<file path="src/rtl/c_stream_collector.sv">
// c_stream_collector: output stage behind the compute wrapper.
// Buffers result beats in a small FIFO and regenerates tlast from the
// configured frame length. It also flags misplaced upstream tlast
// markers and counts completed frames.
module c_stream_collector #(
   parameter int DATA_W = 32,
   parameter int DEPTH  = 8
) (
   input  logic              clk,
   input  logic              rst_n,
   input  logic [DATA_W-1:0] s_axis_c_tdata,
   input  logic              s_axis_c_tvalid,
   output logic              s_axis_c_tready,
   input  logic              s_axis_c_tlast,
   output logic [DATA_W-1:0] m_axis_r_tdata,
   output logic              m_axis_r_tvalid,
   input  logic              m_axis_r_tready,
   output logic              m_axis_r_tlast,
   input  logic [15:0]       cfg_beats,
   output logic              frame_done,
   output logic              err_last,
   output logic [15:0]       frame_count
);

   localparam int AW = $clog2(DEPTH);
   localparam logic [AW:0] FULL_LEVEL = (AW+1)'(DEPTH);

   // Each entry holds {regenerated last, data}
   logic [DATA_W:0] mem_q [DEPTH];
   logic [AW-1:0]   wrPtr_q;
   logic [AW-1:0]   rdPtr_q;
   logic [AW:0]     count_q;
   logic [AW:0]     count_d;
   logic            ready_q;
   logic [15:0]     beatCnt_q;
   logic [15:0]     frameLen_q;
   logic            frameDone_q;
   logic            errLast_q;
   logic [15:0]     frameCount_q;

   logic            push;
   logic            pop;
   logic [15:0]     cfgLen;
   logic [15:0]     curLen;
   logic            expLast;
   logic [DATA_W:0] rdEntry;

   assign push = s_axis_c_tvalid && ready_q;
   assign pop  = (count_q != '0) && m_axis_r_tready;

   // A zero length is treated as a one-beat frame; the first beat of a
   // frame uses the live config, later beats use the latched length.
   assign cfgLen  = (cfg_beats == 16'd0) ? 16'd1 : cfg_beats;
   assign curLen  = (beatCnt_q == 16'd0) ? cfgLen : frameLen_q;
   assign expLast = (beatCnt_q == (curLen - 16'd1));

   // Next occupancy level from this cycle's push and pop
   always_comb begin
      count_d = count_q;
      case ({push, pop})
         2'b10:   count_d = count_q + 1'b1;
         2'b01:   count_d = count_q - 1'b1;
         default: count_d = count_q;
      endcase
   end

   // FIFO storage; contents need no reset because outputs are gated by valid
   always_ff @(posedge clk) begin
      if (push) begin
         mem_q[wrPtr_q] <= {expLast, s_axis_c_tdata};
      end
   end

   // Pointers, occupancy and the registered upstream ready
   always_ff @(posedge clk or negedge rst_n) begin
      if (!rst_n) begin
         wrPtr_q <= '0;
         rdPtr_q <= '0;
         count_q <= '0;
         ready_q <= 1'b0;
      end else begin
         if (push) begin
            wrPtr_q <= wrPtr_q + 1'b1;
         end
         if (pop) begin
            rdPtr_q <= rdPtr_q + 1'b1;
         end
         count_q <= count_d;
         ready_q <= (count_d < FULL_LEVEL);
      end
   end

   // Frame position tracking, completion pulse/counter and tlast checking
   always_ff @(posedge clk or negedge rst_n) begin
      if (!rst_n) begin
         beatCnt_q    <= '0;
         frameLen_q   <= '0;
         frameDone_q  <= 1'b0;
         errLast_q    <= 1'b0;
         frameCount_q <= '0;
      end else begin
         frameDone_q <= push && expLast;
         errLast_q   <= push && (s_axis_c_tlast != expLast);
         if (push) begin
            if (beatCnt_q == 16'd0) begin
               frameLen_q <= cfgLen;
            end
            if (expLast) begin
               beatCnt_q    <= '0;
               frameCount_q <= frameCount_q + 16'd1;
            end else begin
               beatCnt_q <= beatCnt_q + 16'd1;
            end
         end
      end
   end

   assign rdEntry         = mem_q[rdPtr_q];
   assign m_axis_r_tvalid = (count_q != '0);
   assign m_axis_r_tdata  = m_axis_r_tvalid ? rdEntry[DATA_W-1:0] : '0;
   assign m_axis_r_tlast  = m_axis_r_tvalid && rdEntry[DATA_W];
   assign s_axis_c_tready = ready_q;
   assign frame_done      = frameDone_q;
   assign err_last        = errLast_q;
   assign frame_count     = frameCount_q;

endmodule

</file>
<file path="config.mk">
export PLATFORM = sky130hd
export DESIGN_NAME = c_stream_collector
export DESIGN_NICKNAME = d
export VERILOG_FILES = /design/src/rtl/c_stream_collector.sv
export SDC_FILE = /design/constraint.sdc
export NUM_CORES = 1
export LEC_CHECK = 0
export BUFFER_PORTS_ARGS = -buffer_cell sky130_fd_sc_hd__buf_2
export CORE_UTILIZATION = 50
export DETAILED_ROUTE_END_ITERATION = 6
export MAX_ROUTING_LAYER = met4
export PLACE_DENSITY_LB_ADDON = 0.1
export SETUP_SLACK_MARGIN = 0.4
export SYNTH_ARGS = -nofsm -noshare
export SYNTH_HDL_FRONTEND = slang
export SYNTH_SLANG_ARGS = --single-unit
</file>
<file path="constraint.sdc">
create_clock -name clk -period 4.6 [get_ports clk]
set_input_delay 0.92 -clock clk [delete_from_list [all_inputs] [get_ports clk]]
set_output_delay 0.92 -clock clk [all_outputs]
set_load 0.005 [all_outputs]
</file>
Word-level counts from Yosys, hierarchy flattened

Memory sizes are Yosys's and may differ from the RTL's.
Cells that the tools add are included.

Bits in registers: 61
RAM bits: 264
Bits of input ports: 53
Output and inout bits: 53
Logic and storage cells: 38
Memories kept: 1

Memories:

| name  | depth | bits a word | rd ports | clocked after memory_dff | wr ports | RTL line | source |
|---|---|---|---|---|---|---|---|
| mem_q | 8     | 33          | 1        | 0                        | 1        | 29       | `logic [DATA_W:0] mem_q [DEPTH];` |

Add/subtract/negate cells: 7
Magnitude comparators: 1
Eq/ne operators: 4
Mux-type cells: 7
Reductions and logical operators: 9

Operator list:

| operator              | count |
|---|---|
| $mux 16               | 3 |
| $add 16x1->16 const B | 2 |
| $logic_not 16->1      | 2 |
| $mux 32               | 1 |
| $eq 16x16->1          | 1 |
| $sub 16x1->16 const B | 1 |
| $pmux 4 s2            | 1 |
| $add 3x1->3 const B   | 2 |
| $logic_and 1x1->1     | 5 |
| $add 4x1->4 const B   | 1 |
| $lt 4x4->1 const B    | 1 |
| $reduce_bool 4->1     | 1 |
| $sub 4x1->4 const B   | 1 |
| $eq 2x1->1 const B    | 1 |
| $eq 2x2->1 const B    | 1 |
| $mux 1                | 2 |
| $reduce_and 2->1      | 1 |
| $ne 1x1->1            | 1 |

Depth between registers and ports, before layout

Gate-level depths: netlist of the first run.

Word-level depth: 7
Gate-level depth with buffers: 18
Depth with buffers taken out: 16

Least setup slack after synthesis of the first run

OpenSTA, ideal clock, no wires.

Path kind: input-to-reg
Start point: input port s_axis_c_tvalid
End point: memory mem_q[1][0] in the netlist's numbering (enable)
Setup time: 0.518 ns
Arrival: 4.731 ns
Required time: 4.082 ns
Setup slack: -0.649 ns
Cell stages on the path: 3
Path buffers: 1
Path through: nand2_1 -> clkbuf_1 -> nor4b_1

Cells in the longest elaborated chain, start to end: 3

RTL lines:

| item                         | RTL line | source |
|---|---|---|
| start, declared              | 12       | `input logic s_axis_c_tvalid,` |
| $logic_and 1x1->1            | 48       | `assign push = s_axis_c_tvalid && ready_q;` |
| $mux 1                       | 69       | `if (push) begin` |
| $mux 1 (not written as such) | 70       | `mem_q[wrPtr_q] <= {expLast, s_axis_c_tdata};` |
| end, declared                | 29       |  |

No other way between the ends.

Final worst setup path of the first run

Start point: register beatCnt_q[1]
End point: register beatCnt_q[3]

Cells in the longest elaborated chain, start to end: 5
Elaborated cells between the ends (all ways): 6
Classes of those cells: add/sub (2); eq/ne (1); mux (2); reduce/logical (1)

RTL lines:

| item                   | RTL line | source |
|---|---|---|
| start, declared        | 35       | `logic [15:0] beatCnt_q;` |
| start signal, assigned | 112      | `beatCnt_q <= beatCnt_q + 16'd1;` |
| $logic_not 16->1       | 54       | `assign curLen = (beatCnt_q == 16'd0) ? cfgLen : frameLen_q;` |
| $mux 16                | n/a      |  |
| $sub 16x1->16          | 55       | `assign expLast = (beatCnt_q == (curLen - 16'd1));` |
| $eq 16x16->1           | 55       |  |
| $mux 16 *              | 108      | `if (expLast) begin` |

Mark *: on every way between the ends. The rest lies on a longest branch, timed or not.
A chain may end at the register's enable or synchronous reset.

==> run summary, run 1 <==
outcome: completed
die area: 29100 um2
Pleak: 0.00647 uW
Vias: 8122
Cell Area, Placed: 15300 um2
Fin Hold WS: 0.441 ns
Max-Cap Viols: 0
Yosys reg bits: 325
# clock sinks: 325
total track usage: 0.211
maximum VDD drop: 0.000311 V
CP Max Fanout: 5
Avg Inst Size Synth: 16.2 um2
die width: 170 um
PD cells: 530 nW/um2
CTS tree: done
critical path required time: 4.97 ns
setup TNS: 0 ns
site row count: 61
Longest Clk Path Bufs: 3
Worst R2R Setup Slack: 0.40 ns
CP arrival: 4.57 ns
Slew HR: 0.450
gpl congestion: 0.842
Cell variety after synth: 71
Slew Limit Fails: 0
post-synth top area share: 0.558
initial core utilization: 0.510
number of flops mapped to enable cells by yosys: 264
Final HPWL DP: 17600 um
post-layout util: 0.610
top cell type by total area after synthesis: edfxtp_1
met3 Use GR: 0.0349
GRT overflow: 0
Hold-fix buffers, CTS: 0
syn_nets: 938
final setup vio count: 0
core region area: 27900 um2
initial antenna violation count: 1
unrepaired setup endpoints after global routing: true
IO buf count: 105
Layout area overhead: 19.8%
DR pass1 iterations: 5
pin count of the biggest net entering global routing: 59
worst min path class: primary input to async pin
Period Utilization, post-route: 0.912
Clk pin slew, worst setup/hold paths: 0.06 ns
design area: 17000 um2
io pins: 106
routed len/inst: 21.1 um
Setup CP Type: flop to flop
FMAX: 0.238 GHz
Final Hold Fails: 0
chip height: 170 um
slack of the critical path: 0.404 ns
drt total wl: 30000 um
DRC Markers: 0
GRT Max-Usage Layer: met2
Root Buffer: clkbuf_16
Worst-Skew Late Latency: 0.51 ns
post-synthesis cell count: 875
largest cells by area after synthesis: edfxtp_1, dfrtp_1, mux4_2
Period minus WS final: 4.20 ns
worst-margin pin slew: 0.821 ns
Place WS: 0.174 ns
critical path capture point type: flop
clk_skew: 0.0179 ns
Seq/Total Area, Yosys: 0.666
prevailing post-synth register cell: edfxtp_1
YS warnings: 0
vias per std cell: 5.70
antenna-violating nets left: 0
fraction of layout cells with a size suffix above 1: 0.342
fillers: 2087
htree depth: 2
asr flop ratio synth: 0.188
post-synthesis cell area: 14200 um2
GRT met2 Usage: 0.341
first-pass GRT wire length: 45000 um
vias in the first global route: 7890
total CTS buffers: 35
Starting DRT DRC Count: 550
nets@finish: 1082
startpoint types: flop
met1 usage: 0.281
## critical path, stage by stage (launching register included)
cell,delay [ns]
dfrtp_1,0.40
inv_2,0.09
ha_4,0.13
or4b_4,0.47
nor4_4,0.32
a21oi_1,0.11
inv_1,0.11
ha_4,0.16
or4b_4,0.51
o41ai_4,0.31
o311a_1,0.26
or3_4,0.14
and4_4,0.23
o2111ai_4,0.14
buf_12,0.19
clkbuf_16,0.15
o21ai_0,0.21
o211ai_1,0.12
## what timing repair did
item | 4_1_cts | 5_1_grt
pin swaps | 1 | 30
setup buffers | 0 | 17
gates cloned | 0 | 6
endpoints found under the setup margin | 41 | 41
gates resized for setup | 7 | 44
## cells by family (layout without fill, tap and decap cells)
family | count (synthesis) | in the layout | share of synthesized area
AOI/OAI and AO/OA | 66 | 66 | 0.0344
other | 0 | 1 | 0
adders and majority gates | 10 | 10 | 0.00934
muxes | 125 | 125 | 0.148
DFF | 325 | 325 | 0.666
xor gates and xnor gates | 46 | 46 | 0.0284
and+or+nand+nor | 235 | 235 | 0.0927
buffers and inverters | 68 | 238 | 0.0212
## where the power goes
group	internal (uW)	total (uW)	switching, uW
combinational	1220	2350	1120
sequential	3510	3840	328
clock	1720	2820	1100
total	6450	9010	2550
## layout make-up
type / count / area, um2 / share of cell area
flip-flops and latches: 325 / 9460 / 0.557
well taps: 378 / 473 / 0.0278
inverters: 18 / 67.6 / 0.00397
clock inverters: 21 / 245 / 0.0144
multi-input cells: 482 / 4730 / 0.278
repair buffers: 157 / 1100 / 0.0648
clock buffers: 42 / 923 / 0.0543
diodes: 1 / 2.50 / 0.000147
## cells in the mapped netlist, types with 2 or more instances
library cell    n
a211o_1         2
a211oi_1        3
a21oi_1         8
a31oi_1         3
and3_1         10
buf_1          11
buf_2           6
buf_6           3
clkbuf_1       28
dfrtp_1        61
edfxtp_1      264
ha_1            9
inv_1          18
mux2_2         18
mux2i_1        40
mux4_2         66
nand2_1        33
nand2b_1        5
nand3_1        26
nand3b_1        2
nand4_1         7
nor2_1         67
nor2b_1         3
nor3_1         18
nor3_2         10
nor3b_1         6
nor3b_2         2
nor4_1         14
nor4_2          2
nor4b_1         3
o211ai_1        5
o21ai_0        17
o311a_1         3
o311ai_0        2
o31a_1          2
o41ai_1         5
or2_2           3
or3_1           9
or3b_2          2
or4_1           3
or4_4           2
xnor2_1        18
xor2_1         28
## flip-flops by register name (all words and copies together) (netlist names)
name and flops:
wrPtr_q 3, s_axis_c_tready 1, count_q 4, frame_count 16
frame_done 1, mem_q 264, rdPtr_q 3, err_last 1
beatCnt_q 16, frameLen_q 16
## routing by layer
layer / vias up / wire length [um]
met5: - / 0
met4: 0 / 579
met3: 48 / 1390
met2: 192 / 14900
met1: 4148 / 13100
li1: 3734 / -
## worst paths after layout
check                      depth (start not counted)         endpoint       startpoint
min in group clk                                   1  frame_count[15]  frame_count[15]
hold reg to reg                                    1  frame_count[15]  frame_count[15]
hold / removal                                     1   frameLen_q[15]            rst_n
setup / recovery                                  17     beatCnt_q[3]     beatCnt_q[1]
setup reg to reg                                  17     beatCnt_q[3]     beatCnt_q[1]
max in group asynchronous                          2       rdPtr_q[0]            rst_n
## through the flow
stage / instances / power, uW
after floorplan: 875 / 5390
after global placement: 1337 / 6220
after detailed placement: 1337 / 6240
after CTS: 1400 / 9080
after global routing: 1424 / 9470
final: 1424 / 9010
## cells in the final DEF, fill, tap and decap left out, types with 9 or more instances in the layout
cell       instances
nor2_1            65
mux4_2            66
xnor2_1           18
nor3_1            15
mux2i_1           40
and3_1            10
inv_1             16
nand3_1           26
clkbuf_16         41
dfrtp_1           55
mux2_2            17
nor3_4             9
edfxtp_1         264
buf_4             38
o21ai_0           16
nand2_1           33
buf_2            105
xor2_1            27
nor4_1            11
Power figures use the tool's default switching activity.
==> run 2, diff against run 1 <==
--- a/config.mk
+++ b/config.mk
@@ -7,6 +7,7 @@
 export LEC_CHECK = 0
 export BUFFER_PORTS_ARGS = -buffer_cell sky130_fd_sc_hd__buf_2
 export CORE_UTILIZATION = 50
+export CTS_BUF_LIST = sky130_fd_sc_hd__clkbuf_2 sky130_fd_sc_hd__clkbuf_4 sky130_fd_sc_hd__clkbuf_8
 export DETAILED_ROUTE_END_ITERATION = 6
 export MAX_ROUTING_LAYER = met4
 export PLACE_DENSITY_LB_ADDON = 0.1
==> run 2 against run 1 <==
Sequential share of layout area rose by 0.72 points. Highest routed layer unchanged. Final area shrank 1.3%. Global-route usage up 0.13 points. Count of clock-buffer cells in the layout rose by 28. Utilization decreased by 0.79 points. Critical path type unchanged.
==> run summary, run 2 (same netlist as run 1, synthesis figures left out) <==
site row count: 61
total track usage: 0.213
setup TNS: 0 ns
Slew Limit Fails: 0
total CTS buffers: 53
Slowest-stage cell, CP: or4b_4
final setup vio count: 0
Layout area overhead: 18.2%
IO buf count: 105
Final Power: 8580 uW
CP Max Fanout: 6
Period Utilization, post-route: 0.915
peak per-stage delay on the critical path: 0.51 ns
fraction of layout cells with a size suffix above 1: 0.362
critical path required time: 5.05 ns
maximum VDD drop: 0.000266 V
startpoint types: flop
FMAX: 0.238 GHz
max FFs per register: 264
commonest non-fill, non-tap cell in the layout: edfxtp_1
worst-margin pin slew: 0.828 ns
slack of the critical path: 0.393 ns
fillers: 2140
worst path cell trace: inv_2, ha_4, or4b_4, nor4_4, a21oi_1, inv_1, ha_4, or4b_4, o41ai_4, o311a_1, or3_4, and4_4, o2111ai_4, buf_12, nor2_4, mux2_4
# clock sinks: 325
Worst R2R Setup Slack: 0.39 ns
Max-Cap Viols: 0
die area: 29100 um2
Pleak: 0.00628 uW
clk_skew: 0.0157 ns
CTS tree: done
Period minus WS final: 4.21 ns
DR pass1 iterations: 5
CP arrival: 4.66 ns
antenna-violating nets left: 0
htree depth: 2
r2r endpoint: frame_count[1]
first-pass GRT wire length: 45300 um
nets@finish: 1098
critical path capture point type: flop
pin count of the biggest net entering global routing: 59
Final Hold Fails: 0
sequential cell area: 9460 um2
Place WS: 0.174 ns
Vias: 8143
most frequent cells in the layout: edfxtp_1, buf_2, mux4_2
Worst-Skew Late Latency: 0.57 ns
drt total wl: 30000 um
R2R depth: 16
DRC Markers: 0
Hold-fix buffers, CTS: 0
Fin Hold WS: 0.381 ns
die width: 170 um
Top reg by flops: mem_q
crit path to: frame_count[1]
Clk pin slew, worst setup/hold paths: 0.06 ns
Final HPWL DP: 17600 um
routed len/inst: 20.6 um
Longest Clk Path Bufs: 3
Root Buffer: clkbuf_8
Setup CP Type: flop to flop
worst min path class: primary input to async pin
GRT overflow: 0
chip height: 170 um
Starting DRT DRC Count: 433
post-layout util: 0.603
area of the multi-input gates: 4680 um2
r2r startpoint: beatCnt_q[1]
initial antenna violation count: 1
unrepaired setup endpoints after global routing: true
gpl congestion: 0.842
vias per std cell: 5.58
core region area: 27900 um2
Slew HR: 0.446
PD cells: 511 nW/um2
outcome: completed
vias in the first global route: 8085
worst setup path start: beatCnt_q[1]
io pins: 106
initial core utilization: 0.510
-- run 2: cell types whose count changed in the layout (fill, tap and decap cells not counted), moves of 6 or more --
cell,previous run,this run
clkbuf_4,0,12
nor3_4,9,2
nor3_2,4,11
clkbuf_1,6,0
clkbuf_16,41,4
clkinv_1,5,12
clkbuf_8,0,58
clkinv_2,7,14
-- run 2: repair_timing --
item,CTS,global route
endpoints found under the setup margin,41,41
buffers inserted,0,16
gates resized for setup,7,35
gates cloned,0,5
pin swaps,2,16
-- run 2: where the power goes --
part / switching, uW / total (uW) / leakage [uW] / internal, uW
combinational: 1140 / 2360 / 0.00255 / 1220
clock: 1120 / 2390 / 0.000553 / 1270
sequential: 328 / 3840 / 0.00318 / 3510
total: 2580 / 8580 / 0.00628 / 6000
-- run 2: how the worst min path moves through the flow --
stage / endpoint / depth (start not counted)
detailed placement: frame_count[15] / 1
floorplan: frame_count[15] / 1
finish: frameLen_q[11] / 1
global route: frameLen_q[11] / 1
global placement: frame_count[15] / 1
CTS: frameLen_q[0] / 1
-- run 2: metrics by stage --
| stage | cell area (um2) | instances |
|---|---|---|
| 4_1_cts | 16400 | 1437 |
| 3_3_place_gp | 15300 | 1337 |
| 3_5_place_dp | 15300 | 1337 |
| 6_report | 16800 | 1459 |
| 2_1_floorplan | 14200 | 875 |
| 5_1_grt | 16800 | 1459 |
-- run 2: metal layers --
metal / wire (um) / GRT usage / vias up
met4: 495 / 0.0560 / 0
met3: 1470 / 0.0375 / 40
met1: 13000 / 0.276 / 4139
met5: 0 / - / -
li1: - / - / 3769
met2: 15100 / 0.348 / 195
-- run 2: final cells by class --
| class | count | area share |
|---|---|---|
| Tap cell | 378 | 0.0282 |
| Multi-Input combinational cell | 482 | 0.279 |
| Inverter | 18 | 0.00403 |
| Sequential cell | 325 | 0.564 |
| Clock buffer | 70 | 0.0529 |
| Antenna cell | 1 | 0.000149 |
| Clock inverter | 30 | 0.00917 |
| Timing Repair Buffer | 155 | 0.0632 |
-- run 2: critical path, delay by kind of cell (launching register included) --
| kind | cells | cell delay [ns] |
|---|---|---|
| and+or+nand+nor | 6 | 1.84 |
| adders and majority gates | 2 | 0.29 |
| AOI/OAI and AO/OA | 4 | 0.80 |
| buffers and inverters | 3 | 0.41 |
| DFF | 1 | 0.41 |
| muxes | 1 | 0.31 |
